===== config.mk =====
export PLATFORM = sky130hd
export DESIGN_NAME = alu_decode_stage_flat
export DESIGN_NICKNAME = d
export VERILOG_FILES = /design/src/rtl/alu_pkg.sv /design/src/rtl/alu_decode_stage_if.sv /design/src/rtl/alu_decode_stage_imm_gen.sv /design/src/rtl/alu_decode_stage.sv /design/src/flat_wrapper.sv
export SDC_FILE = /design/constraint.sdc
export NUM_CORES = 1
export LEC_CHECK = 0
export CORE_MARGIN = 5
export CORE_UTILIZATION = 44
export DETAILED_ROUTE_END_ITERATION = 10
export PLACE_DENSITY = 0.86
export SLEW_MARGIN = 20
export SYNTH_ARGS = -nofsm -noshare
export SYNTH_HDL_FRONTEND = slang
export SYNTH_SLANG_ARGS = --single-unit

===== constraint.sdc =====
create_clock -name clk -period 2.4 [get_ports clk]
set_input_delay 0.72 -clock clk [delete_from_list [all_inputs] [get_ports clk]]
set_output_delay 0.72 -clock clk [all_outputs]
set_load 0.01 [all_outputs]

===== src/rtl/alu_pkg.sv =====
// Shared ALU definitions: operation selector codes, RV32I opcodes, decoded slot type.
package alu_pkg;

  localparam logic [3:0] ALU_ADD       = 4'd0;
  localparam logic [3:0] ALU_SUB       = 4'd1;
  localparam logic [3:0] ALU_AND       = 4'd2;
  localparam logic [3:0] ALU_OR        = 4'd3;
  localparam logic [3:0] ALU_XOR       = 4'd4;
  localparam logic [3:0] ALU_SLL       = 4'd5;
  localparam logic [3:0] ALU_SLR       = 4'd6;
  localparam logic [3:0] ALU_SLT       = 4'd7;
  localparam logic [3:0] ALU_SLTU      = 4'd8;
  localparam logic [3:0] ALU_SRA       = 4'd9;
  localparam logic [3:0] ALU_OPERAND_B = 4'd15;

  localparam logic [6:0] OPC_OP     = 7'b0110011;
  localparam logic [6:0] OPC_OP_IMM = 7'b0010011;
  localparam logic [6:0] OPC_LUI    = 7'b0110111;
  localparam logic [6:0] OPC_AUIPC  = 7'b0010111;
  localparam logic [6:0] OPC_LOAD   = 7'b0000011;
  localparam logic [6:0] OPC_STORE  = 7'b0100011;
  localparam logic [6:0] OPC_BRANCH = 7'b1100011;
  localparam logic [6:0] OPC_JAL    = 7'b1101111;
  localparam logic [6:0] OPC_JALR   = 7'b1100111;

  localparam logic [6:0] F7_BASE = 7'b0000000;
  localparam logic [6:0] F7_ALT  = 7'b0100000;

  typedef struct packed {
    logic [31:0] operand_a;
    logic [31:0] operand_b;
    logic [3:0]  alu_sel;
    logic [31:0] store_data;
    logic [4:0]  rd_addr;
    logic        reg_write;
    logic        mem_read;
    logic        mem_write;
    logic        branch;
    logic [2:0]  branch_funct3;
    logic        illegal_instr;
    logic [31:0] pc_out;
  } decoded_op_t;

endpackage


===== src/rtl/alu_decode_stage_if.sv =====
// Handshake and data bundle around the decode stage.
// master: upstream fetch/regfile plus downstream execute; slave: the decode stage.
interface alu_decode_stage_if;
  logic        flush;
  logic        in_valid;
  logic        in_ready;
  logic [31:0] instruction;
  logic [31:0] pc_in;
  logic [31:0] rs1_data;
  logic [31:0] rs2_data;
  logic        out_valid;
  logic        out_ready;
  logic [31:0] operand_a;
  logic [31:0] operand_b;
  logic [3:0]  alu_operations_selector;
  logic [31:0] store_data;
  logic [4:0]  rd_addr;
  logic        reg_write;
  logic        mem_read;
  logic        mem_write;
  logic        branch;
  logic [2:0]  branch_funct3;
  logic        illegal_instr;
  logic [31:0] pc_out;

  modport master (
    output flush, in_valid, instruction, pc_in, rs1_data, rs2_data, out_ready,
    input  in_ready, out_valid, operand_a, operand_b, alu_operations_selector,
           store_data, rd_addr, reg_write, mem_read, mem_write, branch,
           branch_funct3, illegal_instr, pc_out
  );

  modport slave (
    input  flush, in_valid, instruction, pc_in, rs1_data, rs2_data, out_ready,
    output in_ready, out_valid, operand_a, operand_b, alu_operations_selector,
           store_data, rd_addr, reg_write, mem_read, mem_write, branch,
           branch_funct3, illegal_instr, pc_out
  );
endinterface


===== src/rtl/alu_decode_stage_imm_gen.sv =====
// Sign-extended RV32I immediates (I, S, U forms). Opcode bits are not needed here.
module imm_gen (
  input  logic [31:7] i_instr,
  output logic [31:0] o_imm_i,
  output logic [31:0] o_imm_s,
  output logic [31:0] o_imm_u
);

  // pure bit rearrangement with sign extension from instruction bit 31
  always_comb begin
    o_imm_i = {{20{i_instr[31]}}, i_instr[31:20]};
    o_imm_s = {{20{i_instr[31]}}, i_instr[31:25], i_instr[11:7]};
    o_imm_u = {i_instr[31:12], 12'h000};
  end

endmodule


===== src/rtl/alu_decode_stage.sv =====
// RV32I decode stage: builds ALU operands/selector and control flags into one
// registered slot with valid/ready on both sides and flush for redirects.
module alu_decode_stage
  import alu_pkg::*;
#(
  parameter int          XLEN     = 32,
  parameter logic [31:0] RESET_PC = 32'h0
) (
  input  logic               clk,
  input  logic               rst_n,
  alu_decode_stage_if.slave  bus
);

  localparam decoded_op_t RESET_OP = '{pc_out: RESET_PC, default: '0};

  logic [XLEN-1:0] w_imm_i;
  logic [XLEN-1:0] w_imm_s;
  logic [XLEN-1:0] w_imm_u;
  logic [6:0]      w_opcode;
  logic [2:0]      w_f3;
  logic [6:0]      w_f7;
  logic [XLEN-1:0] w_shamt;
  logic            w_illegal;
  logic            w_xfer;
  decoded_op_t     w_next;
  decoded_op_t     r_op;
  logic            r_valid;

  imm_gen u_imm_gen (
    .i_instr (bus.instruction[31:7]),
    .o_imm_i (w_imm_i),
    .o_imm_s (w_imm_s),
    .o_imm_u (w_imm_u)
  );

  assign w_opcode = bus.instruction[6:0];
  assign w_f3     = bus.instruction[14:12];
  assign w_f7     = bus.instruction[31:25];
  assign w_shamt  = {27'd0, bus.instruction[24:20]};

  assign bus.in_ready = !r_valid || bus.out_ready;
  assign w_xfer       = bus.in_valid && bus.in_ready;

  // decode the incoming instruction into the next slot contents
  always_comb begin
    w_next            = '0;
    w_next.pc_out     = bus.pc_in;
    w_next.store_data = bus.rs2_data;
    w_illegal         = 1'b0;
    unique case (w_opcode)
      OPC_OP: begin
        w_next.operand_a = bus.rs1_data;
        w_next.operand_b = bus.rs2_data;
        w_next.reg_write = 1'b1;
        if (w_f7 == F7_BASE) begin
          unique case (w_f3)
            3'b000: w_next.alu_sel = ALU_ADD;
            3'b001: w_next.alu_sel = ALU_SLL;
            3'b010: w_next.alu_sel = ALU_SLT;
            3'b011: w_next.alu_sel = ALU_SLTU;
            3'b100: w_next.alu_sel = ALU_XOR;
            3'b101: w_next.alu_sel = ALU_SLR;
            3'b110: w_next.alu_sel = ALU_OR;
            default: w_next.alu_sel = ALU_AND;
          endcase
        end else if (w_f7 == F7_ALT && w_f3 == 3'b000) begin
          w_next.alu_sel = ALU_SUB;
        end else if (w_f7 == F7_ALT && w_f3 == 3'b101) begin
          w_next.alu_sel = ALU_SRA;
        end else begin
          w_illegal = 1'b1;
        end
      end
      OPC_OP_IMM: begin
        w_next.operand_a = bus.rs1_data;
        w_next.operand_b = w_imm_i;
        w_next.reg_write = 1'b1;
        unique case (w_f3)
          3'b000: w_next.alu_sel = ALU_ADD;
          3'b010: w_next.alu_sel = ALU_SLT;
          3'b011: w_next.alu_sel = ALU_SLTU;
          3'b100: w_next.alu_sel = ALU_XOR;
          3'b110: w_next.alu_sel = ALU_OR;
          3'b111: w_next.alu_sel = ALU_AND;
          3'b001: begin
            w_next.operand_b = w_shamt;
            w_next.alu_sel   = ALU_SLL;
            w_illegal        = (w_f7 != F7_BASE);
          end
          default: begin
            w_next.operand_b = w_shamt;
            if (w_f7 == F7_BASE)     w_next.alu_sel = ALU_SLR;
            else if (w_f7 == F7_ALT) w_next.alu_sel = ALU_SRA;
            else                     w_illegal      = 1'b1;
          end
        endcase
      end
      OPC_LUI: begin
        w_next.operand_b = w_imm_u;
        w_next.alu_sel   = ALU_OPERAND_B;
        w_next.reg_write = 1'b1;
      end
      OPC_AUIPC: begin
        w_next.operand_a = bus.pc_in;
        w_next.operand_b = w_imm_u;
        w_next.reg_write = 1'b1;
      end
      OPC_LOAD: begin
        w_next.operand_a = bus.rs1_data;
        w_next.operand_b = w_imm_i;
        w_next.reg_write = 1'b1;
        w_next.mem_read  = 1'b1;
      end
      OPC_STORE: begin
        w_next.operand_a = bus.rs1_data;
        w_next.operand_b = w_imm_s;
        w_next.mem_write = 1'b1;
      end
      OPC_BRANCH: begin
        w_next.operand_a     = bus.rs1_data;
        w_next.operand_b     = bus.rs2_data;
        w_next.branch        = 1'b1;
        w_next.branch_funct3 = w_f3;
        unique case (w_f3[2:1])
          2'b00:   w_next.alu_sel = ALU_SUB;
          2'b10:   w_next.alu_sel = ALU_SLT;
          2'b11:   w_next.alu_sel = ALU_SLTU;
          default: w_illegal      = 1'b1;
        endcase
      end
      OPC_JAL, OPC_JALR: begin
        // link value pc+4; the jump target is resolved elsewhere
        w_next.operand_a = bus.pc_in;
        w_next.operand_b = 32'd4;
        w_next.reg_write = 1'b1;
        w_illegal        = (w_opcode == OPC_JALR) && (w_f3 != 3'b000);
      end
      default: w_illegal = 1'b1;
    endcase
    if (w_illegal) begin
      w_next               = '0;
      w_next.pc_out        = bus.pc_in;
      w_next.store_data    = bus.rs2_data;
      w_next.illegal_instr = 1'b1;
    end
    w_next.rd_addr = w_next.reg_write ? bus.instruction[11:7] : 5'd0;
  end

  // pipeline slot: flush wins, then load on transfer, else drain on out_ready
  always_ff @(posedge clk or negedge rst_n) begin
    if (!rst_n) begin
      r_valid <= 1'b0;
      r_op    <= RESET_OP;
    end else if (bus.flush) begin
      r_valid <= 1'b0;
    end else if (w_xfer) begin
      r_valid <= 1'b1;
      r_op    <= w_next;
    end else if (bus.out_ready) begin
      r_valid <= 1'b0;
    end
  end

  assign bus.out_valid               = r_valid;
  assign bus.operand_a               = r_op.operand_a;
  assign bus.operand_b               = r_op.operand_b;
  assign bus.alu_operations_selector = r_op.alu_sel;
  assign bus.store_data              = r_op.store_data;
  assign bus.rd_addr                 = r_op.rd_addr;
  assign bus.reg_write               = r_op.reg_write;
  assign bus.mem_read                = r_op.mem_read;
  assign bus.mem_write               = r_op.mem_write;
  assign bus.branch                  = r_op.branch;
  assign bus.branch_funct3           = r_op.branch_funct3;
  assign bus.illegal_instr           = r_op.illegal_instr;
  assign bus.pc_out                  = r_op.pc_out;

endmodule


===== src/flat_wrapper.sv =====
// flat-port wrapper written by rule: the top's interface ports become plain ports
module alu_decode_stage_flat import alu_pkg::*;
#(
  parameter int          XLEN     = 32,
  parameter logic [31:0] RESET_PC = 32'h0
)
  (clk, rst_n, bus_flush, bus_in_valid, bus_instruction, bus_pc_in, bus_rs1_data, bus_rs2_data, bus_out_ready, bus_in_ready, bus_out_valid, bus_operand_a, bus_operand_b, bus_alu_operations_selector, bus_store_data, bus_rd_addr, bus_reg_write, bus_mem_read, bus_mem_write, bus_branch, bus_branch_funct3, bus_illegal_instr, bus_pc_out);
  alu_decode_stage_if bus_i ();
  input  logic clk;
  input  logic rst_n;
  input wire logic [$bits(bus_i.flush)-1:0] bus_flush;
  input wire logic [$bits(bus_i.in_valid)-1:0] bus_in_valid;
  input wire logic [$bits(bus_i.instruction)-1:0] bus_instruction;
  input wire logic [$bits(bus_i.pc_in)-1:0] bus_pc_in;
  input wire logic [$bits(bus_i.rs1_data)-1:0] bus_rs1_data;
  input wire logic [$bits(bus_i.rs2_data)-1:0] bus_rs2_data;
  input wire logic [$bits(bus_i.out_ready)-1:0] bus_out_ready;
  output wire logic [$bits(bus_i.in_ready)-1:0] bus_in_ready;
  output wire logic [$bits(bus_i.out_valid)-1:0] bus_out_valid;
  output wire logic [$bits(bus_i.operand_a)-1:0] bus_operand_a;
  output wire logic [$bits(bus_i.operand_b)-1:0] bus_operand_b;
  output wire logic [$bits(bus_i.alu_operations_selector)-1:0] bus_alu_operations_selector;
  output wire logic [$bits(bus_i.store_data)-1:0] bus_store_data;
  output wire logic [$bits(bus_i.rd_addr)-1:0] bus_rd_addr;
  output wire logic [$bits(bus_i.reg_write)-1:0] bus_reg_write;
  output wire logic [$bits(bus_i.mem_read)-1:0] bus_mem_read;
  output wire logic [$bits(bus_i.mem_write)-1:0] bus_mem_write;
  output wire logic [$bits(bus_i.branch)-1:0] bus_branch;
  output wire logic [$bits(bus_i.branch_funct3)-1:0] bus_branch_funct3;
  output wire logic [$bits(bus_i.illegal_instr)-1:0] bus_illegal_instr;
  output wire logic [$bits(bus_i.pc_out)-1:0] bus_pc_out;
  assign bus_i.flush = bus_flush;
  assign bus_i.in_valid = bus_in_valid;
  assign bus_i.instruction = bus_instruction;
  assign bus_i.pc_in = bus_pc_in;
  assign bus_i.rs1_data = bus_rs1_data;
  assign bus_i.rs2_data = bus_rs2_data;
  assign bus_i.out_ready = bus_out_ready;
  assign bus_in_ready = bus_i.in_ready;
  assign bus_out_valid = bus_i.out_valid;
  assign bus_operand_a = bus_i.operand_a;
  assign bus_operand_b = bus_i.operand_b;
  assign bus_alu_operations_selector = bus_i.alu_operations_selector;
  assign bus_store_data = bus_i.store_data;
  assign bus_rd_addr = bus_i.rd_addr;
  assign bus_reg_write = bus_i.reg_write;
  assign bus_mem_read = bus_i.mem_read;
  assign bus_mem_write = bus_i.mem_write;
  assign bus_branch = bus_i.branch;
  assign bus_branch_funct3 = bus_i.branch_funct3;
  assign bus_illegal_instr = bus_i.illegal_instr;
  assign bus_pc_out = bus_i.pc_out;
  alu_decode_stage #(.XLEN(XLEN), .RESET_PC(RESET_PC)) u_core (.clk(clk), .rst_n(rst_n), .bus(bus_i));
endmodule

==> impl_metrics.prom <==
# TYPE chip_impl_metric gauge
chip_impl_info{name="outcome",value="finished, violations left"} 1
chip_impl_info{name="violations_in_the_final_reports",value="setup timing"} 1
chip_impl_metric{name="synth_warnings",unit=""} 0
chip_impl_metric{name="grt_start_max_net_pins",unit=""} 50
chip_impl_metric{name="grt.total_usage",unit="%"} 28.8
chip_impl_metric{name="layout_worst_path_cycle_share",unit="%"} 104
chip_impl_info{name="timing.setup.critical_path_class",value="in2reg"} 1
chip_impl_metric{name="clkLatencyLatePin",unit="ps"} 410
chip_impl_metric{name="grt_first_pass_wirelength",unit="um"} 41000
chip_impl_metric{name="timing.final.max_slew_violations",unit=""} 0
chip_impl_metric{name="cell_leakage_power",unit="nW"} 5.01
chip_impl_metric{name="die_x",unit="um"} 135
chip_impl_metric{name="die_area",unit="um2"} 18100
chip_impl_metric{name="dr.first_iter.drc_count",unit=""} 435
chip_impl_metric{name="max_freq",unit="MHz"} 401
chip_impl_metric{name="synthesis.area",unit="um2"} 6840
chip_impl_metric{name="grt_pass1_vias",unit=""} 7504
chip_impl_metric{name="fillers",unit=""} 951
chip_impl_metric{name="boundaryPins",unit=""} 280
chip_impl_metric{name="yosysUniqueCellTypes",unit=""} 47
chip_impl_info{name="rsz_0062_raised_after_global_routing",value="yes"} 1
chip_impl_metric{name="critical_path_required",unit="ps"} 2710
chip_impl_info{name="tritoncts",value="done"} 1
chip_impl_metric{name="cts_sinks",unit=""} 146
chip_impl_metric{name="drt-vias-per-instance",unit=""} 5.69
chip_impl_info{name="synth_flop_cell",value="dfrtp_1"} 1
chip_impl_metric{name="slew_at_the_pin_closest_to_its_max_slew_limit",unit="ps"} 624
chip_impl_metric{name="timing.max_slew.rel_slack",unit="%"} 58.4
chip_impl_metric{name="register_area",unit="um2"} 3650
chip_impl_info{name="rr_endpoint",value="u_core.bus.alu_operations_selector[0]$_DFFE_PN0P_"} 1
chip_impl_metric{name="num_vias",unit=""} 7182
chip_impl_metric{name="syn-instance-count",unit=""} 737
chip_impl_metric{name="max-cap-violations",unit=""} 0
chip_impl_metric{name="postSynthAreaPerCell",unit="um2"} 9.28
chip_impl_metric{name="drive_gt1_share",unit="%"} 20.1
chip_impl_metric{name="core_area",unit="um2"} 15200
chip_impl_metric{name="worst_r2r_path_depth",unit=""} 7
chip_impl_metric{name="critPathArrivalTime",unit="ps"} 2800
chip_impl_metric{name="layout_setup_ws",unit="ps"} -91.9
chip_impl_metric{name="pwr_density_cell",unit="nW/um2"} 584
chip_impl_metric{name="fin_skew",unit="ps"} 6.45
chip_impl_metric{name="route.detailed.drc",unit=""} 0
chip_impl_metric{name="start_util",unit="%"} 45.0
chip_impl_metric{name="ys_seq_area_share",unit="%"} 53.4
chip_impl_info{name="timing.critical_path.to_type",value="flop"} 1
chip_impl_metric{name="hold_ws",unit="ps"} 238
chip_impl_metric{name="drt_first_pass_iters",unit=""} 7
chip_impl_metric{name="areaGrowthSynthToFinish",unit="%"} 73.2
chip_impl_metric{name="cts.clk_slew.worst_paths",unit="ps"} 70
chip_impl_metric{name="async_flop_share",unit="%"} 100
chip_impl_metric{name="setup_violations",unit=""} 43
chip_impl_metric{name="finalWorstPathRequiredPeriod",unit="ps"} 2490
chip_impl_info{name="cts_root_buffer",value="clkbuf_16"} 1
chip_impl_metric{name="postLayoutCoreUtil",unit="%"} 78.0
chip_impl_metric{name="finalWirelength",unit="um"} 26700
chip_impl_metric{name="dp_hpwl",unit="um"} 17400
chip_impl_metric{name="synthesis.nets",unit=""} 870
chip_impl_info{name="reg2reg_from",value="u_core.bus.out_valid$_DFFE_PN0P_"} 1
chip_impl_metric{name="total_number_of_h_tree_levels",unit=""} 4
chip_impl_metric{name="flip_flop_and_latch_count_after_synthesis",unit=""} 146
chip_impl_metric{name="grt_ovf",unit=""} 0
chip_impl_metric{name="r2r_slack",unit="ps"} 400
chip_impl_metric{name="core.rowCount",unit=""} 45
chip_impl_metric{name="initial_antenna_violation_count",unit=""} 1
chip_impl_metric{name="multi_input_area",unit="um2"} 3480
chip_impl_metric{name="numCtsBuffers",unit=""} 17
chip_impl_metric{name="gp_congestion",unit=""} 0.890
chip_impl_info{name="hold_path.class",value="in2async"} 1
chip_impl_metric{name="final_net_count",unit=""} 1195
chip_impl_metric{name="clock_path_buffers",unit=""} 2
chip_impl_metric{name="ant_nets",unit=""} 0
chip_impl_metric{name="portBuffers",unit=""} 279
chip_impl_metric{name="vdd_drop_max",unit="uV"} 418
chip_impl_info{name="cp-start-kind",value="input port"} 1
chip_impl_metric{name="synth_enable_flop_cells",unit=""} 0
chip_impl_metric{name="hold_viol",unit=""} 0
chip_impl_metric{name="post_drt_wl_per_cell",unit="um"} 21.2
chip_impl_metric{name="floorplan.die.height",unit="um"} 135
chip_impl_metric{name="worstPathMaxFanout",unit=""} 7
-- power by group --
group / internal [mW] / leakage, nW / total, mW / switching (mW)
combinational: 0.735 / 2.80 / 1.40 / 0.668
sequential: 2.64 / 1.93 / 2.74 / 0.0993
clock: 1.70 / 0.290 / 2.78 / 1.08
total: 5.07 / 5.01 / 6.92 / 1.85
-- cell usage after synthesis (3+ instances only) --
master | count | area [um2]
nand2_1 | 276 | 1040
buf_6 | 4 | 45.0
and3_1 | 3 | 18.8
inv_1 | 3 | 11.3
a22oi_1 | 38 | 285
o31ai_1 | 24 | 180
a21oi_1 | 15 | 75.1
nor3_1 | 3 | 15.0
o41ai_1 | 3 | 26.3
o31ai_2 | 35 | 438
buf_1 | 3 | 11.3
o21ai_0 | 21 | 105
nand3_1 | 11 | 55.1
nor2b_1 | 14 | 87.6
nor4_1 | 3 | 18.8
nor2_1 | 19 | 71.3
dfrtp_1 | 146 | 3650
a221oi_1 | 21 | 184
clkbuf_1 | 58 | 218
-- per-layer routing --
layer / share of wire [%] / track usage [%] / vias to the layer above
met2: 50 / 48.4 / 353
met1: 39 / 36.4 / 3522
li1: - / - / 3236
met5: 0 / 0 / -
met3: 7.5 / 7.04 / 71
met4: 3.1 / 10.2 / 0
-- worst max-delay path: stages --
cell and delay [ps]:
buf_6 90, or4_4 560, or4_4 450, a32oi_4 210
nand3_4 160, buf_8 190, buf_12 150, mux2_4 250
-- repair_timing --
action / CTS / global route
buffers inserted: 6 / 3
gates cloned: 6 / 2
pin swaps: 37 / 9
hold buffers: 0 / 0
hold endpoints to repair: 0 / 0
setup endpoints to repair: 78 / 76
gates resized for setup: 96 / 41
-- area by class of cell --
cell class | count | area share, %
tap | 188 | 1.99
clock buffer | 20 | 3.85
sequential | 146 | 30.8
multi-input combinational | 522 | 29.4
antenna | 1 | 0.0211
clock inverter | 11 | 1.29
timing repair buffer | 372 | 32.6
inverter | 3 | 0.0950
-- per-stage QoR --
| step | area (um2) | cells | TNS, ps | setup WS (ps) | total power [mW] |
|---|---|---|---|---|---|
| after floorplan | 6850 | 737 | -11120 | -211 | 3.19 |
| after global placement | 10300 | 1214 | -60730 | -857 | 4.02 |
| after detailed placement | 10300 | 1214 | -64760 | -898 | 4.05 |
| after CTS | 11600 | 1257 | -1800 | -110 | 6.90 |
| after global routing | 11900 | 1263 | -2550 | -105 | 7.18 |
| final | 11900 | 1263 | -1560 | -91.9 | 6.92 |
-- sequential cells by signal (all words and copies together) (netlist names), 3 cells and up --
signal                              cells
u_core.bus.operand_b                   32
u_core.bus.alu_operations_selector      4
u_core.bus.store_data                  32
u_core.bus.pc_out                      32
u_core.bus.rd_addr                      5
u_core.bus.branch_funct3                3
u_core.bus.operand_a                   32
-- worst max-delay path by stage --
| stage | start | end | slack, ps | cells after the start |
|---|---|---|---|---|
| 2_1_floorplan | bus_instruction[25] | u_core.bus.operand_a[26]$_DFFE_PN0P_ | -210 | 7 |
| 3_3_place_gp | bus_instruction[25] | u_core.bus.alu_operations_selector[2]$_DFFE_PN0P_ | -860 | 7 |
| 3_5_place_dp | bus_instruction[25] | u_core.bus.alu_operations_selector[2]$_DFFE_PN0P_ | -900 | 7 |
| 4_1_cts | bus_instruction[28] | u_core.bus.illegal_instr$_DFFE_PN0P_ | -110 | 8 |
| 5_1_grt | bus_instruction[12] | u_core.bus.operand_b[30]$_DFFE_PN0P_ | -100 | 7 |
| 6_report | bus_instruction[28] | u_core.bus.illegal_instr$_DFFE_PN0P_ | -90 | 8 |
-- layout by cell type, fill, tap and decap left out, types with 5 or more instances in the layout --
cell / n
nand3_1: 10
buf_4: 65
dfrtp_1: 146
o21ai_2: 6
clkdlybuf4s50_1: 269
nand2_1: 276
a21oi_1: 14
nor2_1: 17
buf_16: 5
o31ai_2: 25
o21ai_1: 7
o31ai_4: 33
clkbuf_16: 18
a221oi_1: 18
buf_6: 7
buf_12: 16
nor2b_1: 12
o21ai_0: 6
a22oi_1: 38
-- kinds of logic after synthesis --
group                  after synthesis  share of synthesized area, %
multiplexers                         1                         0.165
AND/OR/NAND/NOR                    347                          21.1
flip-flops                         146                          53.4
AO/OA/AOI/OAI                      171                          20.7
XOR/XNOR                             3                         0.384
buffers and inverters               69                          4.28
No activity file was read; power rests on OpenSTA's default activity.
